### src/rtl/rr_grant_ctrl.sv
// Round-robin grant controller: rotating-pointer priority search with a registered,
// held one-hot grant and an optional hold-time limit that forces a handoff.
module rr_grant_ctrl #(
  parameter int unsigned N        = 4,
  parameter int unsigned MAX_HOLD = 8
) (
  input  logic                 clk,
  input  logic                 reset_n,
  input  logic [N-1:0]         req,
  output logic [N-1:0]         grant,
  output logic                 grant_valid,
  output logic [$clog2(N)-1:0] grant_id,
  output logic                 preempt
);

  localparam int unsigned IW = $clog2(N);
  localparam int unsigned HW = (MAX_HOLD > 0) ? $clog2(MAX_HOLD + 1) : 1;
  localparam logic [HW-1:0] HoldLast = (MAX_HOLD > 0) ? HW'(MAX_HOLD - 1) : '0;

  typedef enum logic [0:0] {StIdle, StGrant} state_e;

  state_e          state_q, state_d;
  logic [IW-1:0]   ptr_q, ptr_d;
  logic [HW-1:0]   hold_q, hold_d;
  logic [N-1:0]    grant_q, grant_d;
  logic [IW-1:0]   id_q, id_d;
  logic            valid_q, valid_d;
  logic            preempt_q, preempt_d;

  logic [N-1:0]    others;
  logic [IW-1:0]   succ;
  logic            release_own;
  logic            force_hand;

  // First set bit of r, searching p, p+1, ..., wrapping modulo N.
  function automatic logic [IW-1:0] rr_search(input logic [N-1:0] r, input logic [IW-1:0] p);
    logic [IW-1:0] res;
    logic          found;
    int unsigned   idx;
    res   = '0;
    found = 1'b0;
    for (int unsigned i = 0; i < N; i++) begin
      idx = (int'(p) + i) % N;
      if (!found && r[idx]) begin
        found = 1'b1;
        res   = IW'(idx);
      end
    end
    return res;
  endfunction

  always_comb begin
    others = '0;
    for (int unsigned i = 0; i < N; i++) begin
      others[i] = req[i] && (id_q != IW'(i));
    end
  end

  assign succ        = (int'(id_q) == N - 1) ? '0 : id_q + IW'(1);
  assign release_own = !req[id_q];
  assign force_hand  = req[id_q] && (MAX_HOLD != 0) && (hold_q == HoldLast) && (|others);

  always_comb begin
    state_d   = state_q;
    ptr_d     = ptr_q;
    hold_d    = hold_q;
    id_d      = id_q;
    valid_d   = valid_q;
    preempt_d = 1'b0;
    unique case (state_q)
      StIdle: begin
        if (|req) begin
          state_d = StGrant;
          id_d    = rr_search(req, ptr_q);
          valid_d = 1'b1;
          hold_d  = '0;
        end else begin
          id_d    = '0;
          valid_d = 1'b0;
        end
      end
      StGrant: begin
        if (release_own || force_hand) begin
          ptr_d  = succ;
          hold_d = '0;
          if (|others) begin
            id_d      = rr_search(others, succ);
            preempt_d = force_hand;
          end else begin
            state_d = StIdle;
            id_d    = '0;
            valid_d = 1'b0;
          end
        end else if (hold_q != HoldLast) begin
          hold_d = hold_q + HW'(1);
        end
      end
      default: state_d = StIdle;
    endcase
  end

  always_comb begin
    grant_d = '0;
    for (int unsigned i = 0; i < N; i++) begin
      grant_d[i] = valid_d && (id_d == IW'(i));
    end
  end

  always_ff @(posedge clk) begin
    if (!reset_n) begin
      state_q   <= StIdle;
      ptr_q     <= '0;
      hold_q    <= '0;
      grant_q   <= '0;
      id_q      <= '0;
      valid_q   <= 1'b0;
      preempt_q <= 1'b0;
    end else begin
      state_q   <= state_d;
      ptr_q     <= ptr_d;
      hold_q    <= hold_d;
      grant_q   <= grant_d;
      id_q      <= id_d;
      valid_q   <= valid_d;
      preempt_q <= preempt_d;
    end
  end

  assign grant       = grant_q;
  assign grant_valid = valid_q;
  assign grant_id    = id_q;
  assign preempt     = preempt_q;

endmodule

### config.mk
export PLATFORM = sky130hd
export DESIGN_NAME = rr_grant_ctrl
export DESIGN_NICKNAME = d
export VERILOG_FILES = /design/src/rtl/rr_grant_ctrl.sv
export SDC_FILE = /design/constraint.sdc
export NUM_CORES = 1
export LEC_CHECK = 0
export CORE_MARGIN = 2
export CORE_UTILIZATION = 45
export CTS_CLUSTER_SIZE = 12
export DETAILED_ROUTE_END_ITERATION = 6
export GPL_TIMING_DRIVEN = 0
export PLACE_DENSITY = 0.74
export REMOVE_ABC_BUFFERS = 1
export SYNTH_ARGS = -nofsm -noshare
export SYNTH_HDL_FRONTEND = slang
export SYNTH_SLANG_ARGS = --single-unit
### constraint.sdc
create_clock -name clk -period 4.55 [get_ports clk]
set_clock_uncertainty 0.2 [all_clocks]
set_input_delay 0.6825 -clock clk [delete_from_list [all_inputs] [get_ports clk]]
set_output_delay 0.6825 -clock clk [all_outputs]
set_load 0.03 [all_outputs]
==> run metrics, run 1 <==
path length in cells of the critical path 7; areal power density over the cells 305 nW/um2; number of synthesized register bits 15; Clk Tree Root Cell sky130_fd_sc_hd__clkbuf_4; family of cells with the greatest summed delay on the critical path simple AND/OR/NAND/NOR gates; Critical path destination grant[0]$_SDFF_PN0_; path depth of the worst reg2reg path 7; critical register-to-register path startpoint grant_id[0]$_SDFF_PN0_; count of buffers inserted at the top-level ports 13; final count of negative-setup-slack endpoints 0; share of flip-flops with an asynchronous set or reset 0%; cell-by-cell trace of the critical path clkdlybuf4s50_1 -> or3b_2 -> o221ai_1 -> o32ai_2 -> xnor2_1 -> o211ai_2 -> and3b_1; placed wire-length estimate after detailed placement 1800 um; clock-pin slew on the worst setup and hold paths 0.08 ns; global-route track usage on met3 3.28%; internal portion of total power 251 uW; max-slew headroom at the worst pin 63.2%; Inserted Clock Buffers 3; Fmax achieved 0.362 GHz; leading cell type in the layout, fill and taps excluded sky130_fd_sc_hd__dfxtp_1; Max Fanout on Critical Path 9; Critical Path Slowest Stage Cell sky130_fd_sc_hd__clkdlybuf4s50_1; number of endpoints with negative hold slack in the final report 0; most used cells in the layout excluding fill and tap cells sky130_fd_sc_hd__dfxtp_1, sky130_fd_sc_hd__clkdlybuf4s50_1, sky130_fd_sc_hd__nand2b_1, sky130_fd_sc_hd__nor2_1, sky130_fd_sc_hd__inv_1; GRT overflow 0; capturing element type of the critical path flop; RSZ-0062 raised after global routing no; Resize count post-CTS 0; worst flop-to-flop path endpoint grant_id[0]$_SDFF_PN0_; library cells used by synthesis 52; die span in x 54.6 um; vias 1,007; total I/O pin count 14; fraction of layout instances using a drive strength above 1 11.8%; timing startpoint of the critical path req[3]; Critical Path AT 2.74 ns; number of setup buffers added after CTS 0; ratio of final minimum period to clock period 60.8%; number of iterations in the first detailed-routing pass 4; total standard cell area after synthesis 1150 um2; wire length of the first global-routing pass 3720 um; Hold WC Path Type flop to flop; sequential share of the synthesized area 26.1%; slowest cell delay on critical path 0.65 ns; Worst EP required 4.52 ns; routability congestion estimate from global placement 0.872; die boundary height 54.6 um; switching power total 148 uW; number of maximum-capacitance violations 0; clock period minus final worst setup slack 2.77 ns; sinks on the clock net 15; clock power share 18.7%; worst min-delay path startpoint hold_q[0]$_SDFFE_PN0P_; leakage component of the power 0.000519 uW; Clk Latency, worst-skew pair 0.28 ns; number of buffer and inverter stages on the critical path 1; setup total negative slack 0 ns; maximum number of pins on one net before global-route repair 13; detail-routed via count per cell 5.79; post-synthesis cell type with the largest combined area sky130_fd_sc_hd__dfxtp_1; detail-routed net length per standard cell 13.8 um; met1 capacity usage during global routing 22.4%; maximum level of the CTS H-tree 1; initial antenna violation count 0; global routing usage summed across all routing layers 17.3%; status complete, no violations; transition time of the tightest slew-check pin 0.552 ns; Power, Total 398 uW; deepest clock path buffer count 2; Inserted Diodes 0; Switching Share 37.1%; Cell Rows 18; clock tree from TritonCTS yes; final layout net count 156; share of the synthesized area in the top cell type 26.1%; Avg Synthesized Cell Area 8.65 um2; DRC marker count from the first detailed-route iteration 9; setup slack of the worst register-to-register path 1.80 ns; max-slew violation count 0; overall routed net length 2390 um; number of flops mapped to enable cells by yosys 0; GRT busiest layer met2; Area Overhead vs Synth 13.5%; cell count after synthesis 133; power share of the sequential group 38.9%; Yosys Warn Count 0; number of global-route vias before repair 821; final design utilization 53.2%; die area 2980 um2; Top FF cell, synth sky130_fd_sc_hd__dfxtp_1; Post-route DRC 0; Startpoint Class primary input; highest ir drop seen on vdd 0.000267 V; floorplan core area 2450 um2; met2 GRT Util 29.1%; largest cells by area after synthesis sky130_fd_sc_hd__dfxtp_1, sky130_fd_sc_hd__ha_1, sky130_fd_sc_hd__mux2i_1; post-detailed-route count of antenna-violating nets 0; Starting Density 46.8%; path type of the worst setup path primary input to flop; CTS Hold Buffers Added 0; Logic pwr share 42.4%
-- worst min-delay path, delay by kind of cell (launching register included) --
kind | cells | cell delay (ns)
and+or+nand+nor | 1 | 0.06
DFF | 1 | 0.34
AOI/OAI and AO/OA | 1 | 0.06
-- power by group through the flow --
| stage | Sequential (uW) | Combinational, uW | Clock, uW |
|---|---|---|---|
| floorplan | 168 | 112 | 0 |
| global placement | 157 | 164 | 0 |
| detailed placement | 158 | 167 | 0 |
| CTS | 155 | 168 | 75.7 |
| global route | 157 | 184 | 83.1 |
| finish | 155 | 169 | 74.7 |
-- registers in the layout (all words and copies together), names as in the netlist --
name / cells
grant: 4
grant_id: 2
grant_valid: 1
hold_q: 4
preempt: 1
ptr_q: 2
state_q: 1
-- per-stage QoR --
step                      cell area (um2)  hold WS, ns  setup slack (ns)  cells
after floorplan                      1110        0.265              1.96    127
after global placement               1280        0.284              1.52    170
after detailed placement             1280        0.294              1.50    170
after CTS                            1310        0.309              1.78    174
after global routing                 1310        0.329              1.61    174
final                                1310        0.306              1.78    174
-- cell usage after synthesis, types with 2 or more instances --
library cell	n
sky130_fd_sc_hd__a211oi_1	2
sky130_fd_sc_hd__a21boi_0	4
sky130_fd_sc_hd__a21oi_1	6
sky130_fd_sc_hd__a31oi_1	2
sky130_fd_sc_hd__and2_1	2
sky130_fd_sc_hd__and3_1	2
sky130_fd_sc_hd__and3b_1	2
sky130_fd_sc_hd__buf_6	2
sky130_fd_sc_hd__clkbuf_1	3
sky130_fd_sc_hd__dfxtp_1	15
sky130_fd_sc_hd__ha_1	5
sky130_fd_sc_hd__inv_1	7
sky130_fd_sc_hd__mux2i_1	6
sky130_fd_sc_hd__nand2_1	6
sky130_fd_sc_hd__nand2b_1	8
sky130_fd_sc_hd__nand3_1	3
sky130_fd_sc_hd__nand4b_1	2
sky130_fd_sc_hd__nor2_1	8
sky130_fd_sc_hd__nor2_2	2
sky130_fd_sc_hd__nor2b_1	6
sky130_fd_sc_hd__nor3b_1	2
sky130_fd_sc_hd__nor4bb_1	2
sky130_fd_sc_hd__o21ai_0	5
sky130_fd_sc_hd__o21ai_2	2
sky130_fd_sc_hd__or3b_2	2
-- logic make-up after synthesis --
logic type                 count (synthesis)  share of synthesized area [%]
xor gates and xnor gates                   2                           1.52
DFF                                       15                           26.1
and+or+nand+nor                           55                           30.6
AOI/OAI and AO/OA                         35                           22.5
buffers and inverters                     13                           5.66
muxes                                      8                           8.16
adders and majority gates                  5                           5.44
-- routing by layer --
| layer | part of all wire [%] | vias up |
|---|---|---|
| met1 | 50 | 473 |
| met3 | 2.7 | 4 |
| li1 | - | 517 |
| met2 | 47 | 13 |
| met4 | 0.79 | 0 |
| met5 | 0 | - |
-- how the worst min path moves through the flow --
stage | endpoint | slack [ns] | cells past startpoint
floorplan | hold_q[3]$_SDFFE_PN0P_ | 0.26 | 2
global route | hold_q[3]$_SDFFE_PN0P_ | 0.33 | 2
global placement | hold_q[3]$_SDFFE_PN0P_ | 0.28 | 2
finish | hold_q[0]$_SDFFE_PN0P_ | 0.31 | 2
detailed placement | hold_q[0]$_SDFFE_PN0P_ | 0.29 | 2
CTS | hold_q[0]$_SDFFE_PN0P_ | 0.31 | 2
-- layout make-up --
class / count / area [um2]
Clock buffer: 4 / 26.3
Tap cell: 30 / 37.5
Timing Repair Buffer: 13 / 130
Sequential cell: 15 / 300
Inverter: 7 / 26.3
Fill cell: 220 / 1150
Multi-Input combinational cell: 105 / 785
No activity file was read; power rests on OpenSTA's default activity.
==> inputs of run 2 (changes only) <==
--- a/config.mk
+++ b/config.mk
@@ -10,7 +10,7 @@
 export CTS_CLUSTER_SIZE = 12
 export DETAILED_ROUTE_END_ITERATION = 6
 export GPL_TIMING_DRIVEN = 0
-export PLACE_DENSITY = 0.74
+export PLACE_DENSITY = 0.76
 export REMOVE_ABC_BUFFERS = 1
 export SYNTH_ARGS = -nofsm -noshare
 export SYNTH_HDL_FRONTEND = slang
==> constraint.sdc (replaced) <==
create_clock -name clk -period 2.3 [get_ports clk]
set_clock_uncertainty 0.2 [all_clocks]
set_input_delay 0.345 -clock clk [delete_from_list [all_inputs] [get_ports clk]]
set_output_delay 0.345 -clock clk [all_outputs]
set_load 0.03 [all_outputs]
==> run 2 against run 1 <==
Effect of this change:
- cell area rose by 13%
- wire length rose by 12%
- largest power group unchanged
- largest cell class unchanged
- total power rose by 120%
- via count rose by 6.2%
- critical path depth fell by 1
- clock-buffer cell count fell by 1
- core utilization rose by 6.7 points
- non-clock buffer count rose by 12
==> run metrics, run 2 (synthesis results as in run 1) <==
number of global-route vias before repair 938 (+14%); leakage component of the power 0.000584 uW (+12%); final layout net count 168 (+7.7%); clock period minus final worst setup slack 2.26 ns; Inserted Diodes 0 (unchanged); clock tree from TritonCTS yes; register area 308 um2 (+2.5%); most used cells in the layout excluding fill and tap cells sky130_fd_sc_hd__dfxtp_1, sky130_fd_sc_hd__buf_4, sky130_fd_sc_hd__clkdlybuf4s50_1, sky130_fd_sc_hd__nor2_1; die span in x 54.6 um (unchanged); maximum number of pins on one net before global-route repair 12 (-1); highest ir drop seen on vdd 0.000520 V (+94%); total I/O pin count 14 (unchanged); initial antenna violation count 0 (unchanged); routability congestion estimate from global placement 0.835 (-4.3%); worst min-delay path startpoint hold_q[3]$_SDFFE_PN0P_; path type of the worst setup path flop to flop; post-detailed-route count of antenna-violating nets 0 (unchanged); clock-pin slew on the worst setup and hold paths 0.09 ns (about the same); count of buffers inserted at the top-level ports 13 (unchanged); Starting Density 46.8% (unchanged); number of iterations in the first detailed-routing pass 4 (unchanged); Critical Path AT 2.23 ns (-0.51 ns); status complete, no violations; max-slew violation count 0 (unchanged); RSZ-0062 raised after global routing yes; Critical Path Slowest Stage Cell sky130_fd_sc_hd__mux4_2; Clk Latency, worst-skew pair 0.28 ns (about the same); worst hold slack after final layout 0.306 ns (-0.000151 ns); smallest setup slack after layout 0.0412 ns (-1.74 ns); number of endpoints with negative hold slack in the final report 0 (unchanged); Hold WC Path Type flop to flop; areal power density over the cells 602 nW/um2 (+97%); Switching Share 36.8% (-0.30 points); capturing element type of the critical path flop; CTS Hold Buffers Added 0 (unchanged); timing startpoint of the critical path grant_id[0]$_SDFF_PN0_; Logic pwr share 49.1% (+6.7 points); number of maximum-capacitance violations 0 (unchanged); Startpoint Class flop; maximum level of the CTS H-tree 1 (unchanged); floorplan core area 2450 um2 (unchanged); DRC marker count from the first detailed-route iteration 38 (+29); vias 1,069 (+6.2%); GRT overflow 0 (unchanged); global routing usage summed across all routing layers 19.8% (+2.5 points); placed wire-length estimate after detailed placement 1890 um (+5.0%); max-slew headroom at the worst pin 73.0% (+9.8 points); Worst EP required 2.27 ns (-2.25 ns); overall routed net length 2690 um (+12%); sinks on the clock net 15 (unchanged); area taken by multi-input logic gates 855 um2 (+8.9%); Max Fanout on Critical Path 6 (-3); cell-by-cell trace of the critical path buf_4 -> mux4_2 -> a21boi_1 -> a31oi_1 -> o211ai_2 -> nor3b_2; final count of negative-setup-slack endpoints 0 (unchanged); wire length of the first global-routing pass 4260 um (+15%); power share of the sequential group 34.3% (-4.6 points); detail-routed net length per standard cell 14.5 um (+5.2%); detail-routed via count per cell 5.75 (-0.69%); fraction of layout instances using a drive strength above 1 28.2% (+16 points); ratio of final minimum period to clock period 98.2%; slowest cell delay on critical path 0.57 ns (-0.08 ns); internal portion of total power 559 uW (+120%); number of filler instances in the final layout 211 (-4.1%); transition time of the tightest slew-check pin 0.405 ns (-0.147 ns); die area 2980 um2 (unchanged); clock power share 16.6% (-2.1 points); Setup WS pre-CTS -0.468 ns (-1.97 ns); die boundary height 54.6 um (unchanged); Area Overhead vs Synth 27.7%; Cell Rows 18 (unchanged); deepest clock path buffer count 2 (unchanged); Post-route DRC 0 (unchanged); switching power total 326 uW (+120%); Inserted Clock Buffers 3 (unchanged); critical register-to-register path startpoint grant_id[0]$_SDFF_PN0_; leading cell type in the layout, fill and taps excluded sky130_fd_sc_hd__dfxtp_1; Fmax achieved 0.443 GHz; final design utilization 59.8% (+6.7 points); Clk Tree Root Cell sky130_fd_sc_hd__clkbuf_4
-- run 2: final timing paths --
path / to / slack [ns] / cells past startpoint
worst max-delay path: grant[3]$_SDFF_PN0_ / 0.04 / 6
worst min-delay path: hold_q[3]$_SDFFE_PN0P_ / 0.31 / 2
worst max register to register: grant[3]$_SDFF_PN0_ / 0.04 / 6
worst min register to register: hold_q[3]$_SDFFE_PN0P_ / 0.31 / 2
-- run 2: stage by stage --
stage,setup TNS [ns],power [uW],cells,instance area (um2)
final,0,885,186,1470
after CTS,0,832,181,1390
after floorplan,-1.41,553,127,1110
after global routing,-0.0461,936,186,1470
after detailed placement,-3.02,643,170,1280
after global placement,-2.41,635,170,1280
-- run 2: final cells by class --
type | instances | share of cell area [%]
repair buffers | 25 | 14.7
well taps | 30 | 2.56
inverters | 7 | 1.79
clock buffers | 3 | 1.53
multi-input cells | 105 | 58.2
clock inverters | 1 | 0.341
flip-flops and latches | 15 | 21.0
-- run 2: repair_timing --
action,CTS,global route
pin swaps,2,8
resized for setup,13,11
buffers inserted,7,5
setup endpoints to repair,6,6
-- run 2: per-layer routing --
layer | vias to the layer above | GRT usage, % | part of all wire, %
li1 | 530 | - | -
met3 | 4 | 3.28 | 3.2
met5 | - | 0 | 0
met4 | 0 | 7.08 | 1.0
met2 | 22 | 34.1 | 51
met1 | 513 | 24.7 | 45
-- run 2: power groups by stage --
stage / Sequential [uW] / Clock, uW / Combinational, uW
4_1_cts: 302 / 148 / 382
2_1_floorplan: 332 / 0 / 221
3_5_place_dp: 311 / 0 / 332
3_3_place_gp: 310 / 0 / 324
6_report: 304 / 147 / 434
5_1_grt: 307 / 162 / 467
-- run 2: critical path, delay by kind of cell, from the launching register on --
kind	cells	cell delay, ns
AOI/OAI and AO/OA	3	0.67
buffers and inverters	1	0.14
DFF	1	0.39
muxes	1	0.57
and+or+nand+nor	1	0.19
